$ cat src/rtl/spot_roi_tracker.sv
// Threshold spot finder: scans a frame from block RAM and builds clamped
// ROIs with per-ROI hit counts, published into a held result buffer.
module spot_roi_tracker #(
    parameter int PIX_W        = 8,
    parameter int PIX_PER_WORD = 32,
    parameter int ADDR_W       = 14,
    parameter int COORD_W      = 10,
    parameter int NUM_ROIS_MAX = 10,
    parameter int ROI_HALF_X   = 3,
    parameter int ROI_HALF_Y   = 3,
    parameter int MEM_LATENCY  = 2
) (
    input  logic                                clk_in,
    input  logic                                reset_n,
    input  logic                                start,
    input  logic [PIX_W-1:0]                    threshold,
    input  logic [15:0]                         cam_kernels_x,
    input  logic [15:0]                         cam_lines_y,
    output logic [ADDR_W-1:0]                   mem_address,
    input  logic [PIX_W*PIX_PER_WORD-1:0]       data_in,
    output logic                                busy,
    output logic                                analysis_rdy,
    output logic [7:0]                          num_rois,
    output logic                                roi_overflow,
    output logic [NUM_ROIS_MAX*4*COORD_W-1:0]   ROIs_output,
    output logic [NUM_ROIS_MAX*8-1:0]           roi_hits
);
    localparam int PIX_IDX_W = (PIX_PER_WORD > 1) ? $clog2(PIX_PER_WORD) : 1;
    localparam int ENT_W     = 4 * COORD_W;

    typedef enum logic [1:0] {S_IDLE, S_WAIT, S_SCAN, S_PUBLISH} state_t;
    state_t state, state_nx;

    logic [15:0]          k_reg, l_reg, kern_idx, line_idx, wait_cnt;
    logic [PIX_W-1:0]     thr_reg;
    logic [COORD_W-1:0]   x_max, y_max;
    logic [PIX_IDX_W-1:0] pix_idx;
    logic [COORD_W-1:0]   wx0 [NUM_ROIS_MAX];
    logic [COORD_W-1:0]   wy0 [NUM_ROIS_MAX];
    logic [COORD_W-1:0]   wx1 [NUM_ROIS_MAX];
    logic [COORD_W-1:0]   wy1 [NUM_ROIS_MAX];
    logic [7:0]           whits [NUM_ROIS_MAX];
    logic [7:0]           wcount;
    logic                 w_ovf;

    logic [PIX_W-1:0]     pix;
    logic                 bright, last_pix, last_word;
    logic [COORD_W-1:0]   pos_x, pos_y, nx0, ny0, nx1, ny1;
    logic [COORD_W:0]     x_hi, y_hi;
    logic                 hit_any;
    logic [7:0]           hit_idx;

    assign busy      = (state != S_IDLE);
    assign pix       = data_in[PIX_W*int'(pix_idx) +: PIX_W];
    assign bright    = pix > thr_reg;
    assign last_pix  = (pix_idx == PIX_IDX_W'(PIX_PER_WORD - 1));
    assign last_word = (kern_idx == k_reg - 16'd1) && (line_idx == l_reg - 16'd1);
    assign pos_x     = COORD_W'(32'(kern_idx) * PIX_PER_WORD + 32'(pix_idx));
    assign pos_y     = COORD_W'(line_idx);

    // Clamp in one extra bit so the upper bound cannot wrap
    assign x_hi = {1'b0, pos_x} + (COORD_W+1)'(ROI_HALF_X);
    assign y_hi = {1'b0, pos_y} + (COORD_W+1)'(ROI_HALF_Y);
    assign nx0  = (pos_x >= COORD_W'(ROI_HALF_X)) ? pos_x - COORD_W'(ROI_HALF_X) : '0;
    assign ny0  = (pos_y >= COORD_W'(ROI_HALF_Y)) ? pos_y - COORD_W'(ROI_HALF_Y) : '0;
    assign nx1  = (x_hi > {1'b0, x_max}) ? x_max : x_hi[COORD_W-1:0];
    assign ny1  = (y_hi > {1'b0, y_max}) ? y_max : y_hi[COORD_W-1:0];

    // Descending walk leaves the lowest matching index
    always_comb begin
        hit_any = 1'b0;
        hit_idx = '0;
        for (int i = NUM_ROIS_MAX - 1; i >= 0; i--) begin
            if (8'(i) < wcount &&
                pos_x >= wx0[i] && pos_x <= wx1[i] &&
                pos_y >= wy0[i] && pos_y <= wy1[i]) begin
                hit_any = 1'b1;
                hit_idx = 8'(i);
            end
        end
    end

    always_comb begin
        state_nx = state;
        unique case (state)
            S_IDLE:
                if (start)
                    state_nx = (cam_kernels_x == '0 || cam_lines_y == '0)
                               ? S_PUBLISH : S_WAIT;
            S_WAIT:
                if (wait_cnt == 16'(MEM_LATENCY - 1))
                    state_nx = S_SCAN;
            S_SCAN:
                if (last_pix)
                    state_nx = last_word ? S_PUBLISH : S_WAIT;
            S_PUBLISH:
                state_nx = S_IDLE;
            default:
                state_nx = S_IDLE;
        endcase
    end

    always_ff @(posedge clk_in or negedge reset_n) begin
        if (!reset_n)
            state <= S_IDLE;
        else
            state <= state_nx;
    end

    always_ff @(posedge clk_in or negedge reset_n) begin
        if (!reset_n) begin
            k_reg        <= '0;
            l_reg        <= '0;
            thr_reg      <= '0;
            x_max        <= '0;
            y_max        <= '0;
            kern_idx     <= '0;
            line_idx     <= '0;
            pix_idx      <= '0;
            wait_cnt     <= '0;
            wcount       <= '0;
            w_ovf        <= 1'b0;
            mem_address  <= '0;
            analysis_rdy <= 1'b0;
            num_rois     <= '0;
            roi_overflow <= 1'b0;
            ROIs_output  <= '0;
            roi_hits     <= '0;
            for (int i = 0; i < NUM_ROIS_MAX; i++) begin
                wx0[i]   <= '0;
                wy0[i]   <= '0;
                wx1[i]   <= '0;
                wy1[i]   <= '0;
                whits[i] <= '0;
            end
        end else begin
            unique case (state)
                S_IDLE: begin
                    if (start) begin
                        k_reg        <= cam_kernels_x;
                        l_reg        <= cam_lines_y;
                        thr_reg      <= threshold;
                        x_max        <= COORD_W'(32'(cam_kernels_x) * PIX_PER_WORD - 1);
                        y_max        <= COORD_W'(cam_lines_y - 16'd1);
                        kern_idx     <= '0;
                        line_idx     <= '0;
                        pix_idx      <= '0;
                        wait_cnt     <= '0;
                        wcount       <= '0;
                        w_ovf        <= 1'b0;
                        mem_address  <= '0;
                        analysis_rdy <= 1'b0;
                        for (int i = 0; i < NUM_ROIS_MAX; i++) begin
                            wx0[i]   <= '0;
                            wy0[i]   <= '0;
                            wx1[i]   <= '0;
                            wy1[i]   <= '0;
                            whits[i] <= '0;
                        end
                    end
                end
                S_WAIT: begin
                    wait_cnt <= wait_cnt + 16'd1;
                end
                S_SCAN: begin
                    for (int i = 0; i < NUM_ROIS_MAX; i++) begin
                        if (bright && hit_any && hit_idx == 8'(i) && whits[i] != 8'hFF)
                            whits[i] <= whits[i] + 8'd1;
                        if (bright && !hit_any && wcount == 8'(i)) begin
                            wx0[i]   <= nx0;
                            wy0[i]   <= ny0;
                            wx1[i]   <= nx1;
                            wy1[i]   <= ny1;
                            whits[i] <= 8'd1;
                        end
                    end
                    if (bright && !hit_any) begin
                        if (wcount < 8'(NUM_ROIS_MAX))
                            wcount <= wcount + 8'd1;
                        else
                            w_ovf <= 1'b1;
                    end
                    if (last_pix) begin
                        pix_idx     <= '0;
                        wait_cnt    <= '0;
                        mem_address <= mem_address + ADDR_W'(1);
                        if (kern_idx == k_reg - 16'd1) begin
                            kern_idx <= '0;
                            line_idx <= line_idx + 16'd1;
                        end else begin
                            kern_idx <= kern_idx + 16'd1;
                        end
                    end else begin
                        pix_idx <= pix_idx + PIX_IDX_W'(1);
                    end
                end
                S_PUBLISH: begin
                    num_rois     <= wcount;
                    roi_overflow <= w_ovf;
                    analysis_rdy <= 1'b1;
                    for (int i = 0; i < NUM_ROIS_MAX; i++) begin
                        if (8'(i) < wcount) begin
                            ROIs_output[ENT_W*i +: ENT_W] <= {wx0[i], wy0[i], wx1[i], wy1[i]};
                            roi_hits[8*i +: 8]            <= whits[i];
                        end else begin
                            ROIs_output[ENT_W*i +: ENT_W] <= '0;
                            roi_hits[8*i +: 8]            <= '0;
                        end
                    end
                end
                default: ;
            endcase
        end
    end
endmodule

$ cat config.mk
export PLATFORM = sky130hd
export DESIGN_NAME = spot_roi_tracker
export DESIGN_NICKNAME = d
export VERILOG_FILES = /design/src/rtl/spot_roi_tracker.sv
export SDC_FILE = /design/constraint.sdc
export NUM_CORES = 2
export LEC_CHECK = 0
export ABC_AREA = 1
export CAP_MARGIN = 10
export CORE_MARGIN = 1
export CORE_UTILIZATION = 45
export CTS_CLUSTER_DIAMETER = 80
export DETAILED_ROUTE_END_ITERATION = 10
export GPL_ROUTABILITY_DRIVEN = 0
export PLACE_DENSITY = 0.67
export SLEW_MARGIN = 20
export SYNTH_ARGS = -nofsm -noshare
export SYNTH_HDL_FRONTEND = slang
export SYNTH_SLANG_ARGS = --single-unit
$ cat constraint.sdc
create_clock -name clk_in -period 5.4 [get_ports clk_in]
set_input_delay 1.62 -clock clk_in [delete_from_list [all_inputs] [get_ports clk_in]]
set_output_delay 1.62 -clock clk_in [all_outputs]
set_load 0.1 [all_outputs]
==> results_dict.tcl <==
set metrics [dict create \
    dp_hpwl_um 173000 \
    finalNonFillerCells 10100 \
    drt_iter0_drc 6023 \
    hold_class "reg -> reg" \
    setup.worst_path.start_class "flop" \
    drt-met1-wl_um 90000 \
    die_h_um 367 \
    synth.largest_area_cell "dfrtp_1" \
    maxCapViolCount 0 \
    post_drt_wl_per_cell_um 23.7 \
    num_vias 56300 \
    synth_area_um2 59900 \
    grt_antenna_before_repair 23 \
    met2_length_um 108000 \
    clk_latency_ps 760 \
    placed_cells 9857 \
    slew_headroom_pct 20.8 \
    numPortBuffers 803 \
    grt_use_total_pct 35.0 \
    place_ws_ps -962 \
    cp-end-kind "flop" \
    clockBufferDepth 3 \
    yosys_warnings 0 \
    cts_setup_buffers 0 \
    synth_edf_count 0 \
    p_leak_nw 36.0 \
    synthTopCellsByArea "dfrtp_1 (46%), nand2_1 (13%), ha_1 (9.5%), o21ai_0 (5.0%), inv_1 (4.7%)" \
    grt_pass1_wl_um 350000 \
    n_fill_cell 12000 \
    timing.final.ws_setup_ps 149 \
    largest_register_ffs 400 \
    synthArstFlopShare_pct 100 \
    timing.rr.start "pix_idx[4]$_DFFE_PN0P_" \
    finalMaxSlewViolations 0 \
    max_clock_freq_mhz 190 \
    crit_type "reg -> reg" \
    max_slew.worst_pin.slew_ps 1180 \
    gr-total-overflow 0 \
    num-nets-final 8978 \
    status "finished, final reports clean" \
    hold_viol_final 0 \
    synth_most_common_cell "nand2_1" \
    synth_seq_cells 1104 \
    vdd_drop_max_mv 0.452 \
    ys_types 52 \
    viasPerCell 5.58 \
    synth_nets 8179 \
    clk_pin_slew_ps 60 \
    syn_inst 7424 \
    ys.flop_type "dfrtp_1" \
    wirelength_um 239000 \
    min_period_over_period_pct 97.2 \
    coreArea_um2 132000 \
    first_global_vias 54400 \
    drive_gt1_share_pct 6.49 \
    clock-sinks 1104 \
    critPathLaunch "pix_idx[4]$_DFFE_PN0P_" \
    synth_top_area_share_pct 46.1 \
    htree_levels 3 \
    synth_commonest_cells "nand2_1 (2,067), dfrtp_1 (1,104), inv_1 (744)" \
    largest-register "ROIs_output" \
    cp_max_fo 16 \
    die_w_um 367 \
    cts_tree "built" \
    dieArea_um2 135000 \
    arrival_ps 5910 \
    setup_viol 0 \
    clock-skew-final_ps 45.7 \
    fin_crit_ps 5250 \
    ys_seq_area_share_pct 46.1 \
    first_pass_iters 6 \
    cts-root-buf "clkbuf_16" \
    drc_errors 0 \
    syn_to_final_growth_pct 25.3 \
    met3WireLength_um 24100 \
    rows 133 \
    io-pin-count 804 \
    required_ps 6060 \
    cts_buffers 118 \
    fin_hold_ws_ps 479 \
    grt_max_degree 202 \
    start_util_pct 45.4 \
    rsz0062_at_grt "no" \
    avgSynthCellArea_um2 8.07 \
    pwr_density_cell_nw_per_um2 594 \
    ant_nets 0 \
    topRoutingLayerUsed "met5" \
    hold_start "roi_hits[7]$_DFFE_PN0P_" \
]
-- routing by layer --
| layer | vias to the layer above | GRT usage, % |
|---|---|---|
| met5 | - | 0 |
| met4 | 22 | 22.3 |
| met3 | 634 | 8.57 |
| met2 | 2721 | 55.2 |
| met1 | 27000 | 42.9 |
| li1 | 26000 | - |
-- worst paths after layout --
path                                                 to  cells past startpoint  slack [ps]
max                                  wx1[0]$_DFFE_PN0P_                     18         150
min                             roi_hits[7]$_DFFE_PN0P_                      2         480
max reg2reg                          wx1[0]$_DFFE_PN0P_                     18         150
min reg2reg                     roi_hits[7]$_DFFE_PN0P_                      2         480
max in group asynchronous  ROIs_output[299]$_DFFE_PN0P_                      2        3230
min in group asynchronous  ROIs_output[162]$_DFFE_PN0P_                      1         960
-- cell families (layout without fill, tap and decap cells) --
family / count (synthesis) / count (layout) / synth area share [%]
simple gates: 3402 / 3402 / 23.4
compound gates: 1222 / 1222 / 11.8
flops: 1104 / 1104 / 46.1
buf+inv: 1096 / 1996 / 7.03
fa+ha+maj: 456 / 456 / 9.53
xor+xnor: 144 / 144 / 2.11
other cells: 0 / 9 / 0
-- cell type report --
| type | count | area, um^2 | area share, % |
|---|---|---|---|
| multi-input cells | 5224 | 28300 | 37.8 |
| flip-flops and latches | 1104 | 27700 | 36.9 |
| repair buffers | 1012 | 9930 | 13.2 |
| clock buffers | 175 | 3450 | 4.60 |
| inverters | 763 | 2880 | 3.84 |
| well taps | 1755 | 2200 | 2.93 |
| clock inverters | 46 | 567 | 0.755 |
| diodes | 9 | 22.5 | 0.0300 |
-- repair_timing --
item                                    4_1_cts  5_1_grt
hold buffers                                  0        0
endpoints found under the setup margin      219      406
gates cloned                                  0        1
gates resized for setup                       2        8
-- where the power goes --
group / total, mW / leakage (nW) / internal, mW / switching (mW)
logic: 24.1 / 18.9 / 6.88 / 17.2
clock network: 8.46 / 1.97 / 4.90 / 3.56
registers: 12.0 / 15.0 / 10.2 / 1.78
-- cell usage in the layout, fill, tap and decap left out, drive strengths merged, types with 9 or more instances in the layout --
master         instances
or2                   11
o22ai                 36
nor2                 603
nand3                477
a21oi                203
clkdlybuf4s50        780
buf                  230
clkinv                34
clkbuf               177
o221ai                18
ha                   456
xor2                 113
o21ai                644
a21o                  18
nand4                 86
o211ai                18
o21a                  20
dfrtp               1104
inv                  759
bufinv                10
nor4                  23
o31ai                203
nor3b                 11
diode                  9
nand3b                29
o21bai                21
xnor2                 31
nor3                  84
nand2               2073
-- critical path, stage by stage (launching register included) --
cell	delay (ps)
dfrtp_2	840
clkinv_1	500
nor3_1	370
nand2_1	110
xor2_1	280
ha_1	310
a21oi_1	160
o21a_1	130
nor2_1	40
nor2_1	80
o41ai_1	70
nand2_1	60
buf_4	160
inv_1	140
nand2_1	90
nand2_1	110
a21oi_1	620
inv_1	690
o21ai_0	380
-- through the flow --
step | utilization, % | area [um^2] | TNS [ps] | total power, mW
final | 56.9 | 75000 | 0 | 44.5
after detailed placement | 53.8 | 70900 | -383670 | 35.7
after global placement | 53.8 | 70900 | -347170 | 35.1
after floorplan | - | 59900 | 0 | 26.7
after CTS | 56.9 | 75000 | 0 | 44.2
after global routing | 56.9 | 75000 | 0 | 47.2
Note: power is estimated with default switching activity, not from simulation.
